--- config.mk ---
export PLATFORM = sky130hd
export DESIGN_NAME = keypad_scan_ctrl_flat
export DESIGN_NICKNAME = d
export VERILOG_FILES = /design/src/rtl/keypad_scan_ctrl_if.sv /design/src/rtl/keypad_scan_ctrl.sv /design/src/flat_wrapper.sv
export SDC_FILE = /design/constraint.sdc
export NUM_CORES = 1
export LEC_CHECK = 0
export ABC_CLOCK_PERIOD_IN_PS = 2040
export CAP_MARGIN = 20
export CORE_MARGIN = 2
export CORE_UTILIZATION = 48
export DETAILED_ROUTE_END_ITERATION = 6
export HOLD_SLACK_MARGIN = 0.05
export MAX_ROUTING_LAYER = met4
export PLACE_DENSITY = 0.73
export SLEW_MARGIN = 20
export SYNTH_ARGS = -nofsm -noshare
export SYNTH_HDL_FRONTEND = slang
export SYNTH_SLANG_ARGS = --single-unit
--- constraint.sdc ---
create_clock -name clk -period 2.04 [get_ports clk]
set_clock_uncertainty 0.2 [all_clocks]
set_input_delay 0.306 -clock clk [delete_from_list [all_inputs] [get_ports clk]]
set_output_delay 0.306 -clock clk [all_outputs]
set_load 0.05 [all_outputs]
--- src/rtl/keypad_scan_ctrl_if.sv ---
// Keypad controller signal bundle: row lines in, column drive and key reporting out.
// master is the scan controller; slave is the keypad/consumer side.
interface keypad_scan_ctrl_if;
  logic [3:0] rows_sync;
  logic [3:0] cols;
  logic       key_valid;
  logic [3:0] key_code;
  logic       key_held;

  modport master (
    input  rows_sync,
    output cols, key_valid, key_code, key_held
  );

  modport slave (
    output rows_sync,
    input  cols, key_valid, key_code, key_held
  );
endinterface

--- src/rtl/keypad_scan_ctrl.sv ---
// 4x4 keypad column scanner with press/release debounce.
// Emits one key_valid pulse and a latched key_code per debounced press.
module keypad_scan_ctrl #(
  parameter int unsigned SETTLE    = 4,
  parameter int unsigned DB_CYCLES = 1000
) (
  input  logic                clk,
  input  logic                reset,
  keypad_scan_ctrl_if.master  kp
);

  localparam int unsigned CNT_MAX = (SETTLE > DB_CYCLES) ? SETTLE : DB_CYCLES;
  localparam int unsigned CW      = (CNT_MAX > 2) ? $clog2(CNT_MAX) : 1;
  localparam logic [CW-1:0] SETTLE_LAST = CW'(SETTLE - 1);
  localparam logic [CW-1:0] DB_LAST     = CW'(DB_CYCLES - 1);

  typedef enum logic [1:0] {
    SCAN     = 2'd0,
    PRESS_DB = 2'd1,
    HELD     = 2'd2
  } state_e;

  state_e        state_q, state_d;
  logic [CW-1:0] cnt_q, cnt_d;
  logic [1:0]    col_q, col_d;
  logic [3:0]    pat_q, pat_d;
  logic [1:0]    row_q, row_d;
  logic          key_valid_q, key_valid_d;
  logic [3:0]    key_code_q, key_code_d;
  logic          key_held_q, key_held_d;

  logic          accept;
  logic          release_done;
  logic [1:0]    low_row;

  always_ff @(posedge clk) begin
    if (reset) begin
      state_q     <= SCAN;
      cnt_q       <= '0;
      col_q       <= '0;
      pat_q       <= '1;
      row_q       <= '0;
      key_valid_q <= 1'b0;
      key_code_q  <= '0;
      key_held_q  <= 1'b0;
    end else begin
      state_q     <= state_d;
      cnt_q       <= cnt_d;
      col_q       <= col_d;
      pat_q       <= pat_d;
      row_q       <= row_d;
      key_valid_q <= key_valid_d;
      key_code_q  <= key_code_d;
      key_held_q  <= key_held_d;
    end
  end

  // Lowest closed row wins when several rows of one column are pulled low.
  always_comb begin
    if (!kp.rows_sync[0])      low_row = 2'd0;
    else if (!kp.rows_sync[1]) low_row = 2'd1;
    else if (!kp.rows_sync[2]) low_row = 2'd2;
    else                       low_row = 2'd3;
  end

  always_comb begin
    state_d      = state_q;
    cnt_d        = cnt_q;
    col_d        = col_q;
    pat_d        = pat_q;
    row_d        = row_q;
    accept       = 1'b0;
    release_done = 1'b0;
    unique case (state_q)
      SCAN: begin
        if (cnt_q == SETTLE_LAST) begin
          cnt_d = '0;
          if (kp.rows_sync == 4'b1111) begin
            col_d = col_q + 2'd1;
          end else begin
            pat_d   = kp.rows_sync;
            row_d   = low_row;
            state_d = PRESS_DB;
          end
        end else begin
          cnt_d = cnt_q + 1'b1;
        end
      end
      PRESS_DB: begin
        if (kp.rows_sync == pat_q) begin
          if (cnt_q == DB_LAST) begin
            state_d = HELD;
            cnt_d   = '0;
            accept  = 1'b1;
          end else begin
            cnt_d = cnt_q + 1'b1;
          end
        end else begin
          state_d = SCAN;
          cnt_d   = '0;
          col_d   = col_q + 2'd1;
        end
      end
      HELD: begin
        if (kp.rows_sync == 4'b1111) begin
          if (cnt_q == DB_LAST) begin
            state_d      = SCAN;
            cnt_d        = '0;
            col_d        = col_q + 2'd1;
            release_done = 1'b1;
          end else begin
            cnt_d = cnt_q + 1'b1;
          end
        end else begin
          cnt_d = '0;
        end
      end
      default: begin
        state_d = SCAN;
        cnt_d   = '0;
      end
    endcase
  end

  always_comb begin
    key_valid_d = accept;
    key_code_d  = accept ? {row_q, col_q} : key_code_q;
    if (accept)            key_held_d = 1'b1;
    else if (release_done) key_held_d = 1'b0;
    else                   key_held_d = key_held_q;
  end

  assign kp.cols      = ~(4'b0001 << col_q);
  assign kp.key_valid = key_valid_q;
  assign kp.key_code  = key_code_q;
  assign kp.key_held  = key_held_q;

endmodule

--- src/flat_wrapper.sv ---
// flat-port wrapper written by rule: the top's interface ports become plain ports
module keypad_scan_ctrl_flat 
#(
  parameter int unsigned SETTLE    = 4,
  parameter int unsigned DB_CYCLES = 1000
)
  (clk, reset, kp_rows_sync, kp_cols, kp_key_valid, kp_key_code, kp_key_held);
  keypad_scan_ctrl_if kp_i ();
  input  logic clk;
  input  logic reset;
  input wire logic [$bits(kp_i.rows_sync)-1:0] kp_rows_sync;
  output wire logic [$bits(kp_i.cols)-1:0] kp_cols;
  output wire logic [$bits(kp_i.key_valid)-1:0] kp_key_valid;
  output wire logic [$bits(kp_i.key_code)-1:0] kp_key_code;
  output wire logic [$bits(kp_i.key_held)-1:0] kp_key_held;
  assign kp_i.rows_sync = kp_rows_sync;
  assign kp_cols = kp_i.cols;
  assign kp_key_valid = kp_i.key_valid;
  assign kp_key_code = kp_i.key_code;
  assign kp_key_held = kp_i.key_held;
  keypad_scan_ctrl #(.SETTLE(SETTLE), .DB_CYCLES(DB_CYCLES)) u_core (.clk(clk), .reset(reset), .kp(kp_i));
endmodule
# After elaboration in Yosys (flattened, before gate mapping)
# Cells that the tools add are included.
[totals] input_bits=6 register_bits=26
[op_classes] n_reduce_logical=6 bitwise_logic=2 eq_ne=13 n_addsub=2 muxes=28 shift=1
[ops] op="2-to-1 mux 10 bit" count=4
[ops] op="one-hot mux 10 bit (3 select lines)" count=1
[ops] op="2-to-1 mux 2 bit" count=13
[ops] op="one-hot mux 2 bit (3 select lines)" count=2
[ops] op="adder 10 x 1 -> 10 bit (second input constant)" count=1
[ops] op="equality test 10 bit (second input constant)" count=1
[ops] op="equality test 10 x 2 -> 1 bit (second input constant)" count=1
[ops] op="2-to-1 mux 1 bit" count=8
[ops] op="!= test 2 x 1 -> 1 bit (second input constant)" count=4
[ops] op="AND reduction 6 bit" count=1
[ops] op="AND reduction 5 bit" count=1
[ops] op="equality test 4 bit" count=1
[ops] op="equality test 4 bit (second input constant)" count=1
[ops] op="!= test 2 bit (second input constant)" count=2
[ops] op="inverter 4 bit" count=1
[ops] op="left shift 1 x 2 -> 4 bit (first input constant)" count=1
[ops] op="!= test 3 bit (second input constant)" count=1
[ops] op="AND reduction 3 bit" count=1
[ops] op="nonzero test 3 bit" count=1
[ops] op="adder 2 x 1 -> 2 bit (second input constant)" count=1
[ops] op="equality test 2 x 1 -> 1 bit (second input constant)" count=1
[ops] op="equality test 2 bit (second input constant)" count=1
[ops] op="zero test 2 bit" count=1
[ops] op="nonzero test 2 bit" count=1
[ops] op="inverter 1 bit" count=1

# Longest topological paths before layout
# Gate-level depths: netlist of the first run.
[depth] depth_word=6 depth_mapped=8 mapped_depth_nobuf=6

# Least setup slack after synthesis of the first run
# Ideal clock, no wire load.
[synth_timing] path_kind="flip-flop to flip-flop" startpoint="reg u_core.cnt_q[0]" endpoint="reg u_core.col_q[0]" t_arrival_ns=1.936 stages_incl_launch_ff=8 setup_slack_ns=-0.217 setup_time_ns=0.121 synth_period_minus_slack_ns=2.257 n_path_buf=1 cell_sequence="dfxtp_1 > ha_1 > or3b_1 > or3_1 > buf_6 > o21ai_2 > o211a_4 > mux2_4"
[synth_via] elab_chain_len=3 elab_cells_between_ends=5 cone_classes="4 x eq/ne; 1 x reduce/logical"
[synth_rtl] element="start: declaration" line="keypad_scan_ctrl.sv:24" rtl="logic [CW-1:0] cnt_q, cnt_d;"
[synth_rtl] element="start signal: assignment" line="keypad_scan_ctrl.sv:48" rtl="cnt_q <= cnt_d;"
[synth_rtl] element="equality test 10 bit / equality test 10 x 2 -> 1 bit (equally long branches)" line="keypad_scan_ctrl.sv:106, keypad_scan_ctrl.sv:76"
[synth_rtl] element="!= test 2 x 1 -> 1 bit (no source line)"
[synth_rtl] element="AND reduction 6 bit (no source line) (*)"
[synth_rtl] element="end signal: assignment" line="keypad_scan_ctrl.sv:49" rtl="col_q <= col_d;"
[synth_rtl] element="end: declaration" line="keypad_scan_ctrl.sv:25" rtl="logic [1:0] col_q, col_d;"
# Every way passes the cells marked *; elsewhere a longest branch is shown, timed or not.
# A chain may end at the register's enable or synchronous reset.

# Worst setup path in the final report of the first run
[layout_timing] startpoint="reg u_core.cnt_q[0]" endpoint="reg u_core.cnt_q[0]"
[layout_via] elab_chain_len=4 elab_cells_between_ends=8 cone_classes="1 x add/sub; 2 x eq/ne; 5 x mux"
[layout_rtl] element="adder 10 x 1 -> 10 bit / equality test 10 bit (equally long branches)"
[layout_rtl] element="2-to-1 mux 10 bit" line="keypad_scan_ctrl.sv:91, keypad_scan_ctrl.sv:106"
[layout_rtl] element="2-to-1 mux 10 bit (on tied branches)" line="keypad_scan_ctrl.sv:105, keypad_scan_ctrl.sv:90"
[layout_rtl] element="one-hot mux 10 bit (3 select lines) (*)" line="keypad_scan_ctrl.sv:74" rtl="unique case (state_q)"
# Marked as above.

==> results.sh, run 1 <==
export IMPL_slew_limit_headroom=0.6653
export IMPL_insertion_delay_ns=0.32
export IMPL_finalWirelength_mm=2.721
export IMPL_htreeDepth=1
export IMPL_cts_buffer_depth=2
export IMPL_antenna_cells=0
export IMPL_syn_num_nets=148
export IMPL_drcViolationCount=0
export IMPL_drive_gt1_frac=0.2971
export IMPL_yosys_top_cells_area="dfxtp_1 (41%), nor2_1 (6.5%), ha_1 (4.9%), xnor2_1 (4.1%), xor2_1 (4.1%)"
export IMPL_core_area_um2=2500
export IMPL_drt_vias_per_instance=5.380
export IMPL_cts_tree="done"
export IMPL_syn_inst=137
export IMPL_yosysMostFrequentCell="dfxtp_1"
export IMPL_cp_max_fo=5
export IMPL_synthArstFlopShare=0
export IMPL_powerDensity_nw_per_um2=546.2
export IMPL_startpoint_type="flip-flop"
export IMPL_clock_root_buffer="clkbuf_4"
export IMPL_drt_first_pass_iters=4
export IMPL_initial_core_util=0.5100
export IMPL_numClockSinks=26
export IMPL_vias=1103
export IMPL_synth_edf_count=0
export IMPL_first_global_vias=1063
export IMPL_dpl_instance_area_um2=1609
export IMPL_synthTopCellsByCount="dfxtp_1 (26), nor2_1 (22), inv_1 (7), nand2b_1 (7)"
export IMPL_maxCapViolCount=0
export IMPL_worstSetupPathType="flip-flop to flip-flop"
export IMPL_synth_cell_area_um2=1275
export IMPL_rsz0062_at_grt="yes"
export IMPL_seq_area_frac_synth=0.4082
export IMPL_setup_viol=20
export IMPL_area_delta_synth_final_pct=39.06
export IMPL_final_util=0.7092
export IMPL_dp_hpwl_mm=1.963
export IMPL_fin_ws_ns=-0.2127
export IMPL_clkTransAtPathRegs_ns=0.13
export IMPL_drtIter0Drc=11
export IMPL_synth_largest_area_cell="dfxtp_1"
export IMPL_ctsHoldBuffers=0
export IMPL_ys_types=37
export IMPL_stdcell_area_um2=1773
export IMPL_dp_slack_ns=-0.3835
export IMPL_worst_pin_slew_ns=0.5012
export IMPL_power_leakage_nw=0.7612
export IMPL_endpoint_kind="flip-flop"
export IMPL_grt_usage=0.1920
export IMPL_finalPower_w=0.0009683
export IMPL_place_gp_congestion=0.7595
export IMPL_cts_buffers=3
export IMPL_yosys_warnings=0
export IMPL_ys_ff_latch=26
export IMPL_grt_antenna_before_repair=0
export IMPL_dieArea_um2=3085
export IMPL_fin_nets=187
export IMPL_critical_path_required_ns=2.06
export IMPL_cp_arrival_ns=2.28
export IMPL_fin_crit_ns=2.253
export IMPL_grt_pass1_wl_mm=4.595
export IMPL_fmax_mhz=443.9
export IMPL_io_buffers=15
export IMPL_ant_nets=0
export IMPL_die_y_um=55.54
export IMPL_hold_path_class="flip-flop to flip-flop"
export IMPL_outcome="complete, but fails checks"
export IMPL_drv_slew=0
export IMPL_syn_area_per_cell_um2=9.306
export IMPL_finalNonFillerCells=205
export IMPL_dieWidth_um=55.54
export IMPL_vdd_drop_max_uv=528.8
export IMPL_synthFlopType="dfxtp_1"
export IMPL_ios=16
export IMPL_hold_violations=0
export IMPL_placementRows=18
export IMPL_post_synth_top_area_fraction=0.4082
export IMPL_grt_max_degree=15
export IMPL_overflow=0
export IMPL_finalCritPeriodShare=1.104
export IMPL_drt_wirelength_per_cell_um=13.27
export IMPL_violations="setup timing"
export IMPL_dp_cells=195
==> flip-flops by register name (all words and copies together), names as in the netlist <==
register             count
u_core.kp.key_valid      1
u_core.col_q             2
u_core.pat_q             4
u_core.kp.key_held       1
u_core.cnt_q            10
u_core.kp.key_code       4
u_core.row_q             2
u_core.state_q           2
==> power breakdown <==
part	switching (W)	total (W)	internal [W]	leakage (nW)
clock	0.000151	0.000260	0.000109	0.0210
combinational	0.0000765	0.000166	0.0000894	0.529
sequential	0.0000145	0.000542	0.000528	0.211
==> area by class of cell <==
class / instances / area, um^2
tap: 30 / 37.54
clock buffer: 4 / 36.28
timing repair buffer: 39 / 380.4
fill: 182 / 726.9
sequential: 26 / 523.0
inverter: 7 / 26.28
multi-input combinational: 99 / 769.5
==> cell families (layout without fill, tap and decap cells) <==
logic type                 Yosys count  after routing  share of synthesized area
buffers and inverters               13             50                    0.05102
AOI/OAI and AO/OA                   17             18                     0.1080
and+or+nand+nor                     58             58                     0.2502
adders and majority gates            5              5                    0.04907
muxes                                6              6                    0.05103
xor gates and xnor gates            12             12                    0.08243
DFF                                 26             26                     0.4082
==> metrics by stage <==
| stage | setup TNS (ns) | hold WS, ns |
|---|---|---|
| after floorplan | -0.6515 | 0.2141 |
| after CTS | -2.725 | 0.2868 |
| final | -3.231 | 0.2962 |
| after detailed placement | -5.838 | 0.2664 |
| after global routing | -4.863 | 0.3248 |
| after global placement | -3.758 | 0.2626 |
==> layer usage <==
| metal | global-route usage | share of wire | vias to the layer above |
|---|---|---|---|
| li1 | - | - | 540 |
| met1 | 0.2185 | 0.41 | 542 |
| met5 | - | 0 | - |
| met3 | 0.02810 | 0.026 | 4 |
| met2 | 0.3384 | 0.55 | 17 |
| met4 | 0.07317 | 0.017 | 0 |
==> timing repair <==
action | in CTS | in global routing
setup endpoints to repair | 25 | 27
gates resized for setup | 7 | 15
buffers inserted | 3 | 2
pin swaps | 4 | 7
gates cloned | 0 | 1
==> placed cells by master, fill, tap and decap left out, drive strengths merged, types with 5 or more instances in the layout <==
| master | n |
|---|---|
| nand2b | 7 |
| inv | 7 |
| dfxtp | 26 |
| xor2 | 6 |
| xnor2 | 6 |
| clkdlybuf4s50 | 8 |
| nor2 | 22 |
| ha | 5 |
| buf | 28 |
| a21oi | 6 |
| mux2i | 5 |
==> critical path, cell delays in order, from the launching register on <==
cell and delay [ns]:
dfxtp_2 0.38, ha_4 0.13, or3b_4 0.39, or3_4 0.43, buf_6 0.14, o21bai_4 0.15, a221o_1 0.28, nor2_1 0.06
==> final timing paths <==
check                startpoint                  to  slack, ns  cells past startpoint
max             u_core.cnt_q[0]     u_core.cnt_q[0]      -0.21                      7
min reg2reg  u_core.kp.key_held  u_core.kp.key_held       0.30                      2
min          u_core.kp.key_held  u_core.kp.key_held       0.30                      2
max reg2reg     u_core.cnt_q[0]     u_core.cnt_q[0]      -0.21                      7
Power figures use the tool's default switching activity.
==> inputs of run 2 (changes only) <==
ABC_CLOCK_PERIOD_IN_PS = 2200   (was 2040)
CORE_UTILIZATION = 53   (was 48)
PLACE_DENSITY = 0.77   (was 0.73)
clock period = 2.2 ns   (was 2.04 ns; I/O delays follow)
==> results.sh, run 2 (synthesis gave the netlist of run 1 again) <==
export IMPL_final_util=0.7518
export IMPL_cts_buffer_depth=2
export IMPL_placementRows=17
export IMPL_drv_slew=0
export IMPL_drtIter0Drc=26
export IMPL_htreeDepth=1
export IMPL_final_common_cell="buf_4"
export IMPL_dieWidth_um=53.05
export IMPL_path_buf_inv=0
export IMPL_worstSetupPathType="flip-flop to flip-flop"
export IMPL_grt_antenna_before_repair=0
export IMPL_grt_max_degree=15
export IMPL_cts_tree="done"
export IMPL_cp_arrival_ns=2.26
export IMPL_critPathSlowestCell="or3_4"
export IMPL_initial_core_util=0.5709
export IMPL_grt_pass1_wl_mm=4.181
export IMPL_clock_root_buffer="clkbuf_4"
export IMPL_rsz0062_at_grt="yes"
export IMPL_place_gp_congestion=0.7768
export IMPL_cp_top_family="simple AND/OR/NAND/NOR gates"
export IMPL_largest_reg_flops=10
export IMPL_timing_rr_end="u_core.col_q[0]"
export IMPL_ios=16
export IMPL_dp_hpwl_mm=1.834
export IMPL_drt_first_pass_iters=4
export IMPL_power_leakage_nw=0.6930
export IMPL_first_global_vias=949
export IMPL_antenna_cells=0
export IMPL_io_buffers=15
export IMPL_dp_cells=194
export IMPL_dpl_instance_area_um2=1577
export IMPL_worstSetupStartpoint="u_core.cnt_q[0]"
export IMPL_critical_path_required_ns=2.22
export IMPL_finalWirelength_mm=2.482
export IMPL_insertion_delay_ns=0.32
export IMPL_r2r_slack_ns=-0.04
export IMPL_violations="setup timing"
export IMPL_grt_usage=0.2118
export IMPL_finalNonFillerCells=202
export IMPL_finalCritPeriodShare=1.016
export IMPL_dieArea_um2=2814
export IMPL_critical_path_cell_chain="ha_4 > or3b_4 > or3_4 > o21ai_2 > o211a_4 > mux2_4"
export IMPL_clkTransAtPathRegs_ns=0.14
export IMPL_area_delta_synth_final_pct=31.70
export IMPL_min_from="u_core.row_q[0]"
export IMPL_worst_pin_slew_ns=0.5079
export IMPL_hold_depth=2
export IMPL_ant_nets=0
export IMPL_drcViolationCount=0
export IMPL_drt_vias_per_instance=5.233
export IMPL_die_y_um=53.05
export IMPL_maxCapViolCount=0
export IMPL_endpoint_kind="flip-flop"
export IMPL_finalPower_w=0.0008863
export IMPL_powerDensity_nw_per_um2=527.8
export IMPL_overflow=0
export IMPL_vdd_drop_max_uv=432.6
export IMPL_stdcell_area_um2=1679
export IMPL_hold_end="u_core.row_q[0]"
export IMPL_setup_viol=1
export IMPL_cts_buffers=3
export IMPL_startpoint_type="flip-flop"
export IMPL_fin_crit_ns=2.236
export IMPL_slew_limit_headroom=0.6603
export IMPL_regMostFlops="u_core.cnt_q"
export IMPL_max_stage_delay_ns=0.42
export IMPL_drive_gt1_frac=0.2701
export IMPL_fin_nets=186
export IMPL_fmax_mhz=447.3
export IMPL_core_area_um2=2233
export IMPL_r2r_start="u_core.cnt_q[0]"
export IMPL_finalSetupTns_ns=-0.03585
export IMPL_cp_max_fo=5
export IMPL_hold_violations=0
export IMPL_numClockSinks=26
export IMPL_vias=1057
export IMPL_hold_path_class="flip-flop to flip-flop"
export IMPL_rr_worst_depth=6
export IMPL_drt_wirelength_per_cell_um=12.29
export IMPL_ctsHoldBuffers=0
export IMPL_final_cell_mix="buf_4 (26), dfxtp_1 (24), nor2_1 (22)"
export IMPL_outcome="complete, but fails checks"
export IMPL_fin_ws_ns=-0.03585
==> run 2: changes by cell type in the layout (fill, tap and decap cells not counted), sizes merged <==
cell	change
a221o	-1
clkdlybuf4s50	+3
dlymetal6s2s	-3
==> run 2: area by class of cell <==
cell class / instances / area (um^2)
repair buffers: 39 / 327.8
flip-flops and latches: 26 / 523.0
well taps: 28 / 35.03
inverters: 7 / 26.28
multi-input cells: 98 / 730.7
fillers: 162 / 554.3
clock buffers: 4 / 36.28
==> run 2: metal layers <==
metal | part of all wire | GRT usage
met4 | 0.015 | 0.06410
met5 | 0 | -
met2 | 0.48 | 0.3479
met3 | 0.046 | 0.05367
met1 | 0.45 | 0.2561
==> run 2: worst register-to-register path, stage by stage, from the launching register on <==
cell and delay (ns):
dfxtp_2 0.38, ha_4 0.14, or3b_4 0.38, or3_4 0.42
o21ai_2 0.14, o211a_4 0.18, mux2_4 0.29
==> run 2: metrics by stage <==
step | hold WS (ns) | setup WS [ns]
4_1_cts | 0.2889 | -0.01372
6_report | 0.2824 | -0.03585
5_1_grt | 0.3040 | -0.06193
2_1_floorplan | 0.2155 | -0.02437
3_3_place_gp | 0.2223 | -0.1219
3_5_place_dp | 0.2296 | -0.2209
==> run 2: worst max path at each step <==
stage                      endpoint  slack (ns)  cells past startpoint
global route        u_core.col_q[0]       -0.06                      6
finish              u_core.col_q[0]       -0.04                      6
detailed placement  u_core.cnt_q[8]       -0.22                      6
global placement    u_core.cnt_q[1]       -0.12                      6
CTS                 u_core.col_q[0]       -0.01                      6
floorplan           u_core.col_q[0]       -0.02                      7
==> run 2: power breakdown <==
part           leakage (nW)  internal (W)  switching (W)
clock network        0.0210      0.000101       0.000139
logic                 0.461     0.0000783      0.0000662
registers             0.211      0.000489      0.0000121
==> run 2: what timing repair did <==
action                     in CTS  in global routing
pin swaps                       8                  5
setup endpoints to repair      18                 14
setup buffers                   4                  0
hold endpoints to repair        0                  0
cloned                          0                  0
gates resized for setup         4                  5
